## src/rtl/mig_ui_master.sv

```systemverilog
// User-side master for a MIG-style UI port: turns single read/write requests
// into command/write-data transactions and tracks outstanding read returns.
//
// state | meaning
// ------+------------------------------------------------------------
// IDLE  | ready for a new request (calibrated, read budget available)
// WR    | write command and/or write data still waiting for acceptance
// RD    | read command waiting for acceptance
module mig_ui_master #(
    parameter int MAX_OUT = 8
) (
    input  logic         ui_clk,
    input  logic         ui_rst_n,
    input  logic         init_calib_complete,
    input  logic         req_valid,
    output logic         req_ready,
    input  logic         req_we,
    input  logic [29:0]  req_addr,
    input  logic [255:0] req_wdata,
    input  logic [31:0]  req_wmask,
    output logic         rsp_valid,
    output logic [255:0] rsp_data,
    output logic [29:0]  app_addr,
    output logic [2:0]   app_cmd,
    output logic         app_en,
    input  logic         app_rdy,
    output logic [255:0] app_wdf_data,
    output logic [31:0]  app_wdf_mask,
    output logic         app_wdf_wren,
    output logic         app_wdf_end,
    input  logic         app_wdf_rdy,
    input  logic [255:0] app_rd_data,
    input  logic         app_rd_data_valid,
    input  logic         app_rd_data_end,
    output logic         app_sr_req,
    output logic         app_ref_req,
    output logic         app_zq_req,
    output logic [3:0]   outstanding,
    output logic         err_unexp
);

    typedef enum logic [1:0] {S_IDLE, S_WR, S_RD} state_t;

    localparam logic [3:0] MAX_OUT_L = 4'(MAX_OUT);
    localparam logic [2:0] CMD_WR    = 3'b000;
    localparam logic [2:0] CMD_RD    = 3'b001;

    state_t         state, state_n;
    logic           en_n, wren_n, end_n, rsp_valid_n, err_n;
    logic [2:0]     cmd_n;
    logic [29:0]    addr_n;
    logic [255:0]   wdata_n, rsp_data_n;
    logic [31:0]    wmask_n;
    logic [3:0]     cnt_n;
    logic           accept, cmd_acc, dat_acc, rd_issue;

    // One beat per burst, so the end-of-burst flag carries no information.
    logic unused_rd_end;
    assign unused_rd_end = app_rd_data_end;

    assign app_sr_req  = 1'b0;
    assign app_ref_req = 1'b0;
    assign app_zq_req  = 1'b0;

    // Held low during reset so nothing is offered while the block is cleared.
    assign req_ready = ui_rst_n && (state == S_IDLE) && init_calib_complete
                       && (outstanding < MAX_OUT_L);
    assign accept    = req_valid && req_ready;
    assign cmd_acc   = app_en && app_rdy;
    assign dat_acc   = app_wdf_wren && app_wdf_rdy;

    // Next state, next registered outputs and outstanding-read bookkeeping.
    always_comb begin
        state_n     = state;
        en_n        = app_en;
        cmd_n       = app_cmd;
        addr_n      = app_addr;
        wdata_n     = app_wdf_data;
        wmask_n     = app_wdf_mask;
        wren_n      = app_wdf_wren;
        end_n       = app_wdf_end;
        rd_issue    = 1'b0;

        case (state)
            S_IDLE: begin
                if (accept) begin
                    en_n   = 1'b1;
                    addr_n = req_addr;
                    if (req_we) begin
                        state_n = S_WR;
                        cmd_n   = CMD_WR;
                        wdata_n = req_wdata;
                        wmask_n = req_wmask;
                        wren_n  = 1'b1;
                        end_n   = 1'b1;
                    end else begin
                        state_n = S_RD;
                        cmd_n   = CMD_RD;
                    end
                end
            end
            S_WR: begin
                // Command and data channels retire independently.
                if (cmd_acc) en_n = 1'b0;
                if (dat_acc) begin
                    wren_n = 1'b0;
                    end_n  = 1'b0;
                end
                if ((!app_en || cmd_acc) && (!app_wdf_wren || dat_acc))
                    state_n = S_IDLE;
            end
            S_RD: begin
                if (cmd_acc) begin
                    en_n     = 1'b0;
                    rd_issue = 1'b1;
                    state_n  = S_IDLE;
                end
            end
            default: state_n = S_IDLE;
        endcase

        // Issue and return in the same cycle cancel out; a stray return
        // never drives the count below zero.
        cnt_n = outstanding;
        if (rd_issue && !app_rd_data_valid)
            cnt_n = outstanding + 4'd1;
        else if (!rd_issue && app_rd_data_valid && (outstanding != 4'd0))
            cnt_n = outstanding - 4'd1;

        err_n       = err_unexp || (app_rd_data_valid && (outstanding == 4'd0));
        rsp_valid_n = app_rd_data_valid;
        rsp_data_n  = app_rd_data_valid ? app_rd_data : rsp_data;
    end

    // State and output registers with synchronous active-low reset.
    always_ff @(posedge ui_clk) begin
        if (!ui_rst_n) begin
            state        <= S_IDLE;
            app_en       <= 1'b0;
            app_cmd      <= 3'b000;
            app_addr     <= '0;
            app_wdf_data <= '0;
            app_wdf_mask <= '0;
            app_wdf_wren <= 1'b0;
            app_wdf_end  <= 1'b0;
            outstanding  <= 4'd0;
            err_unexp    <= 1'b0;
            rsp_valid    <= 1'b0;
            rsp_data     <= '0;
        end else begin
            state        <= state_n;
            app_en       <= en_n;
            app_cmd      <= cmd_n;
            app_addr     <= addr_n;
            app_wdf_data <= wdata_n;
            app_wdf_mask <= wmask_n;
            app_wdf_wren <= wren_n;
            app_wdf_end  <= end_n;
            outstanding  <= cnt_n;
            err_unexp    <= err_n;
            rsp_valid    <= rsp_valid_n;
            rsp_data     <= rsp_data_n;
        end
    end

endmodule

```

## config.mk

```make
export PLATFORM = sky130hd
export DESIGN_NAME = mig_ui_master
export DESIGN_NICKNAME = d
export VERILOG_FILES = /design/src/rtl/mig_ui_master.sv
export SDC_FILE = /design/constraint.sdc
export NUM_CORES = 1
export LEC_CHECK = 0
export BUFFER_PORTS_ARGS = -buffer_cell sky130_fd_sc_hd__buf_2
export CORE_AREA = 8 8 447 449
export CTS_CLUSTER_DIAMETER = 100
export CTS_CLUSTER_SIZE = 24
export DETAILED_ROUTE_END_ITERATION = 8
export DIE_AREA = 0 0 455 457
export PLACE_DENSITY = 0.3
export RECOVER_POWER = 25
export SLEW_MARGIN = 10
export SYNTH_ARGS = -nofsm -noshare
export SYNTH_HDL_FRONTEND = slang
export SYNTH_SLANG_ARGS = --single-unit
```

## constraint.sdc

```tcl
create_clock -name ui_clk -period 3.65 [get_ports ui_clk]
set_input_delay 0.365 -clock ui_clk [delete_from_list [all_inputs] [get_ports ui_clk]]
set_output_delay 0.365 -clock ui_clk [all_outputs]
set_load 0.005 [all_outputs]
```

Word level (Yosys, flattened, before mapping) --
Index checks and enable logic that the tools add are counted.
Word-level totals: input port bits 583, flip-flop bits (word level) 587, bits in latches 0, logic and storage cells 69, output and inout port bits 590, memory bits (writable) 0, ROM bits 0, memories 0
Operators by class: magnitude comparators 1, multipliers 0, equality and inequality tests 8, bitwise operators 0, shift operators 0, div/mod/pow operators 0, multiplexer cells 17, reductions and logical operators 30, $add $sub $neg 2
Operators by type and width (count):
- $logic_and A1 B1 Y1 | 11
- $ne A2 B2 Y1 const B | 5
- $reduce_and A3 Y1 | 3
- $mux W1 | 8
- $mux W2 | 4
- $mux W4 | 2
- $pmux W2 S3 | 1
- $reduce_bool A2 Y1 | 3
- $add A4 B1 Y4 const B | 1
- $logic_not A1 Y1 | 4
- $logic_not A4 Y1 | 1
- $lt A4 B4 Y1 const B | 1
- $pmux W1 S2 | 2
- $reduce_and A4 Y1 | 1
- $reduce_bool A4 Y1 | 1
- $sub A4 B1 Y4 const B | 1
- $logic_or A1 B1 Y1 | 3
- $eq A2 B1 Y1 const B | 1
- $eq A2 B2 Y1 const B | 1
- $logic_not A2 Y1 | 1
- $ne A2 B1 Y1 const B | 1
- $reduce_and A2 Y1 | 1
- $reduce_or A2 Y1 | 1

Longest topological paths before layout --
depth after elaboration 8, depth in mapped cells 9, depth with buffers taken out 9

Worst setup path after synthesis --
Ideal clock, no wire load.
path kind reg-to-reg, start register state[0], end register outstanding[3], clock period less this slack 2.056 ns, buffers on the path 0, path slack 1.594 ns, stages on the path, launching flop included 10, data arrival time 1.925 ns, setup time 0.131 ns, required time 3.519 ns, path through dfxtp_1 -> inv_1 -> ha_1 -> and4b_1 -> inv_1 -> ha_1 -> a21oi_1 -> nand2_1 -> a221oi_1 -> o41ai_1
On the way: cells in the longest elaborated chain, start to end 6, elaborated cells between the ends (all ways) 8, classes of those cells eq/ne (1); mux (2); reduce/logical (5)
RTL lines:
- start: declaration | RTL line 48 | state_t state, state_n;
- start signal: assignment | RTL line 151 | state <= state_n;
- $eq A2 B2 Y1 (*) | RTL line 84 | case (state)
- $mux W1 (*) | RTL line 84
- $logic_not A1 Y1 | RTL line 127 | else if (!rd_issue && app_rd_data_valid && (outstanding != 4'd0))
- $logic_and A1 B1 Y1 (2 in series) | RTL line 127
- $reduce_bool A2 Y1 (no source line)
- end signal: assignment | RTL line 159 | outstanding <= cnt_n;
- end: declaration | RTL line 38 | output logic [3:0] outstanding,
Mark *: on every way between the ends. The rest lies on a longest branch, timed or not. A chain may end at the register's enable or synchronous reset.

Final worst setup path --
start input port ui_rst_n, end register app_wdf_data[71]
On the way: cells in the longest elaborated chain, start to end 5
RTL lines:
- start: declaration | RTL line 13 | input logic ui_rst_n,
- $logic_and A1 B1 Y1 (2 in series) | RTL line 66 | assign req_ready = ui_rst_n && (state == S_IDLE) && init_calib_complete
- $logic_and A1 B1 Y1 | RTL line 67 | && (outstanding < MAX_OUT_L);
- $logic_and A1 B1 Y1 | RTL line 68 | assign accept = req_valid && req_ready;
- $reduce_and A3 Y1 (no source line)
- end signal: assignment | RTL line 155 | app_wdf_data <= wdata_n;
- end: declaration | RTL line 27 | output logic [255:0] app_wdf_data,
Several ways; a longest one is shown, not always the timed one.

==> flow_metrics.py <==
metrics = {
    "status": {
        "outcome": "completed",
    },
    "layout": {
        "syn2layout_area_growth_pct": 76.83,
        "drive_gt1_frac": 0.2762,
        "finalInstanceArea_um2": 36310,
        "num-nets-final": 4533,
    },
    "detailed_routing": {
        "via_per_inst": 3.352,
        "drt_iter0_markers": 906,
        "wl_um": 132400,
        "dr.pass1.iters": 5,
        "vias": 21910,
        "final_antenna_net_count": 0,
        "routedWlPerCell_um": 20.26,
        "drc_errors": 0,
    },
    "timing": {
        "max_freq_mhz": 355.6,
        "whs_ns": 0.06578,
        "worstMarginPinSlew_ns": 0.8854,
        "finalHoldViolCount": 0,
        "setup_violations": 0,
        "rsz0062_at_grt": "false",
        "period_needed_ns": 2.812,
        "clock_skew_ns": 0.04513,
        "post-route-period-util": 0.7705,
        "max_slew_margin": 0.4098,
        "drv_slew": 0,
        "finalSetupTns_ns": 0,
    },
    "power": {
        "clockPowerShare": 0.374,
        "power_leakage_nw": 15.68,
        "combPwrFrac": 0.172,
        "net-switching-power_w": 0.004721,
        "vdd_ir_drop_max_uv": 312.7,
        "p_int_w": 0.01059,
        "power_frac_seq": 0.455,
        "p_sw_frac": 0.3082,
        "power_density_nw_per_um2": 421.8,
    },
    "cts": {
        "path_clk_slew_ns": 0.09,
        "cts_buffers": 43,
        "post_cts_buffers": 0,
        "hold_buffers": 558,
        "clock_latency_ns": 0.66,
        "cts-resized-gates": 0,
        "clock-sinks": 585,
        "cts_tree": "built",
        "root_buffer": "clkbuf_16",
        "htreeDepth": 2,
        "cts.path.max_buffers": 3,
    },
    "placed_design": {
        "dp_hpwl_um": 106100,
        "place.gp.congestion": 0.8532,
        "port_buffers": 1166,
        "placed_area_um2": 29340,
    },
    "logic_synthesis": {
        "ys_seq_area_frac": 0.5703,
        "yosys_warnings": 0,
        "syn_avg_cell_area_um2": 8.975,
        "ys_types": 39,
        "syn_area_um2": 20530,
        "synthFlopType": "dfxtp_1",
        "synth_edf_count": 0,
        "async_reset_ff_frac": 0,
        "syn_inst": 2288,
        "ys_ff_latch": 585,
    },
    "setup_path": {
        "r2r_cells": 7,
        "reg2reg_from": "state[0]$_SDFFE_PN0P_",
        "criticalPathCategory": "in2reg",
        "r2r_slack_ns": 1.12,
        "arrival_ns": 3.40,
        "timing.rr.end": "app_wdf_data[71]$_SDFFE_PN0P_",
        "critPathCaptureType": "flop",
        "critPathLaunchType": "input port",
        "worst_ep_required_time_ns": 4.23,
        "worstPathMaxFanout": 101,
    },
    "grt": {
        "grt_pass1_vias": 22800,
        "grt_pass1_wl_um": 179500,
        "track_usage": 0.1194,
        "grt_overflow_total": 0,
        "antenna_found_initial": 26,
        "grt_max_degree": 102,
    },
    "worst_hold_path": {
        "hp-start": "req_wdata[22]",
        "hold_end": "app_wdf_data[22]$_SDFFE_PN0P_",
        "hold_class": "in2reg",
        "min_path_cells": 3,
    },
    "flow_run": {
        "cap_viol_max_count": 0,
    },
    "floorplan": {
        "ios": 1173,
        "dieArea_um2": 207900,
        "rows": 162,
        "initial_core_util": 0.1063,
        "die_h_um": 457,
        "placeableCoreArea_um2": 193200,
        "die_w_um": 455,
    },
}
[final cells by class]
type	instances	area, µm²
tap	2542	3181
timing repair buffer	1776	11780
inverter	6	30.03
sequential	585	11710
multi-input combinational	1531	7963
antenna	19	47.55
clock inverter	32	503.0
clock buffer	45	1094
fill	21940	156900
[synth_stat cells (all sizes together) (2+ instances only)]
library cell / count / share of area
nand2: 644 / 0.12
dfxtp: 585 / 0.57
a21oi: 323 / 0.079
nor2: 262 / 0.048
mux2i: 257 / 0.13
buf: 88 / 0.027
clkbuf: 82 / 0.016
nand3: 8 / 0.0019
ha: 6 / 0.0037
inv: 6 / 0.0011
a32o: 2 / 0.00097
and4b: 2 / 0.0012
nor2b: 2 / 0.00061
o21a: 2 / 0.00073
o21ai: 2 / 0.00049
[stage by stage]
step / utilization / instances / setup WS (ns) / power (W)
after floorplan: - / 2292 / 1.594 / 0.007996
after global placement: 0.1519 / 5882 / 1.100 / 0.009300
after detailed placement: 0.1519 / 5882 / 1.075 / 0.009304
after CTS: 0.1891 / 6517 / 1.050 / 0.01576
after global routing: 0.1879 / 6527 / 0.6870 / 0.01614
final: 0.1880 / 6536 / 0.8376 / 0.01531
[state kept, by name (all words and copies together), names as in the netlist]
signal,cells
err_unexp,1
rsp_data,256
app_wdf_end,1
outstanding,4
rsp_valid,1
state,2
app_wdf_mask,32
app_wdf_data,256
app_en,1
app_cmd,1
app_addr,30
[how the worst max path moves through the flow]
stage	startpoint	end	slack (ns)
after global routing	ui_rst_n	app_wdf_data[71]$_SDFFE_PN0P_	0.69
after floorplan	state[0]$_SDFFE_PN0P_	outstanding[3]$_SDFFE_PN0P_	1.59
after detailed placement	ui_rst_n	app_wdf_mask[26]$_SDFFE_PN0P_	1.08
after CTS	state[0]$_SDFFE_PN0P_	app_wdf_mask[26]$_SDFFE_PN0P_	1.05
final	ui_rst_n	app_wdf_data[71]$_SDFFE_PN0P_	0.84
after global placement	state[0]$_SDFFE_PN0P_	app_wdf_mask[26]$_SDFFE_PN0P_	1.10
[power groups by stage]
| stage | logic, W | registers (W) | clock network [W] |
|---|---|---|---|
| 2_1_floorplan | 0.000918 | 0.00708 | 0 |
| 5_1_grt | 0.00290 | 0.00701 | 0.00623 |
| 3_5_place_dp | 0.00220 | 0.00711 | 0 |
| 3_3_place_gp | 0.00220 | 0.00710 | 0 |
| 6_report | 0.00263 | 0.00696 | 0.00572 |
| 4_1_cts | 0.00274 | 0.00696 | 0.00605 |
[layer usage]
| metal | wire, µm | global-route usage | vias up | share of wire |
|---|---|---|---|---|
| met4 | 3779 | 0.03201 | 6 | 0.029 |
| met2 | 63940 | 0.2097 | 778 | 0.48 |
| li1 | - | - | 10780 | - |
| met5 | 38 | 0 | - | 0.00029 |
| met1 | 52680 | 0.1355 | 10230 | 0.40 |
| met3 | 11970 | 0.04415 | 114 | 0.090 |
[placed cells by master, fill, tap and decap left out, drive strengths merged, types with 2 or more instances in the layout]
master          n
a21oi         323
a32o            2
and4b           2
buf          1017
bufinv          3
clkbuf        246
clkinv         11
clkinvlp        2
conb            5
dfxtp         585
diode          19
dlygate4sd3   558
ha              6
inv            22
mux2i         257
nand2         644
nand3           8
nor2          262
nor2b           2
o21a            2
o21ai           2
[logic make-up after synthesis]
group           Yosys count  share of synthesized area
other cells               1                  0.0001826
simple gates            926                     0.1721
buf+inv                 176                    0.04363
mux                     257                     0.1253
compound gates          335                    0.08341
fa+ha+maj                 7                   0.004631
flops                   585                     0.5703
xor+xnor                  1                  0.0004266
[critical path: stages]
cell           delay (ns)
dlygate4sd3_1        0.65
clkbuf_1             0.49
and4b_4              0.39
and3_4               0.55
buf_12               0.36
nand2_1              0.19
a21oi_1              0.15
Note: power is estimated with default switching activity, not from simulation.
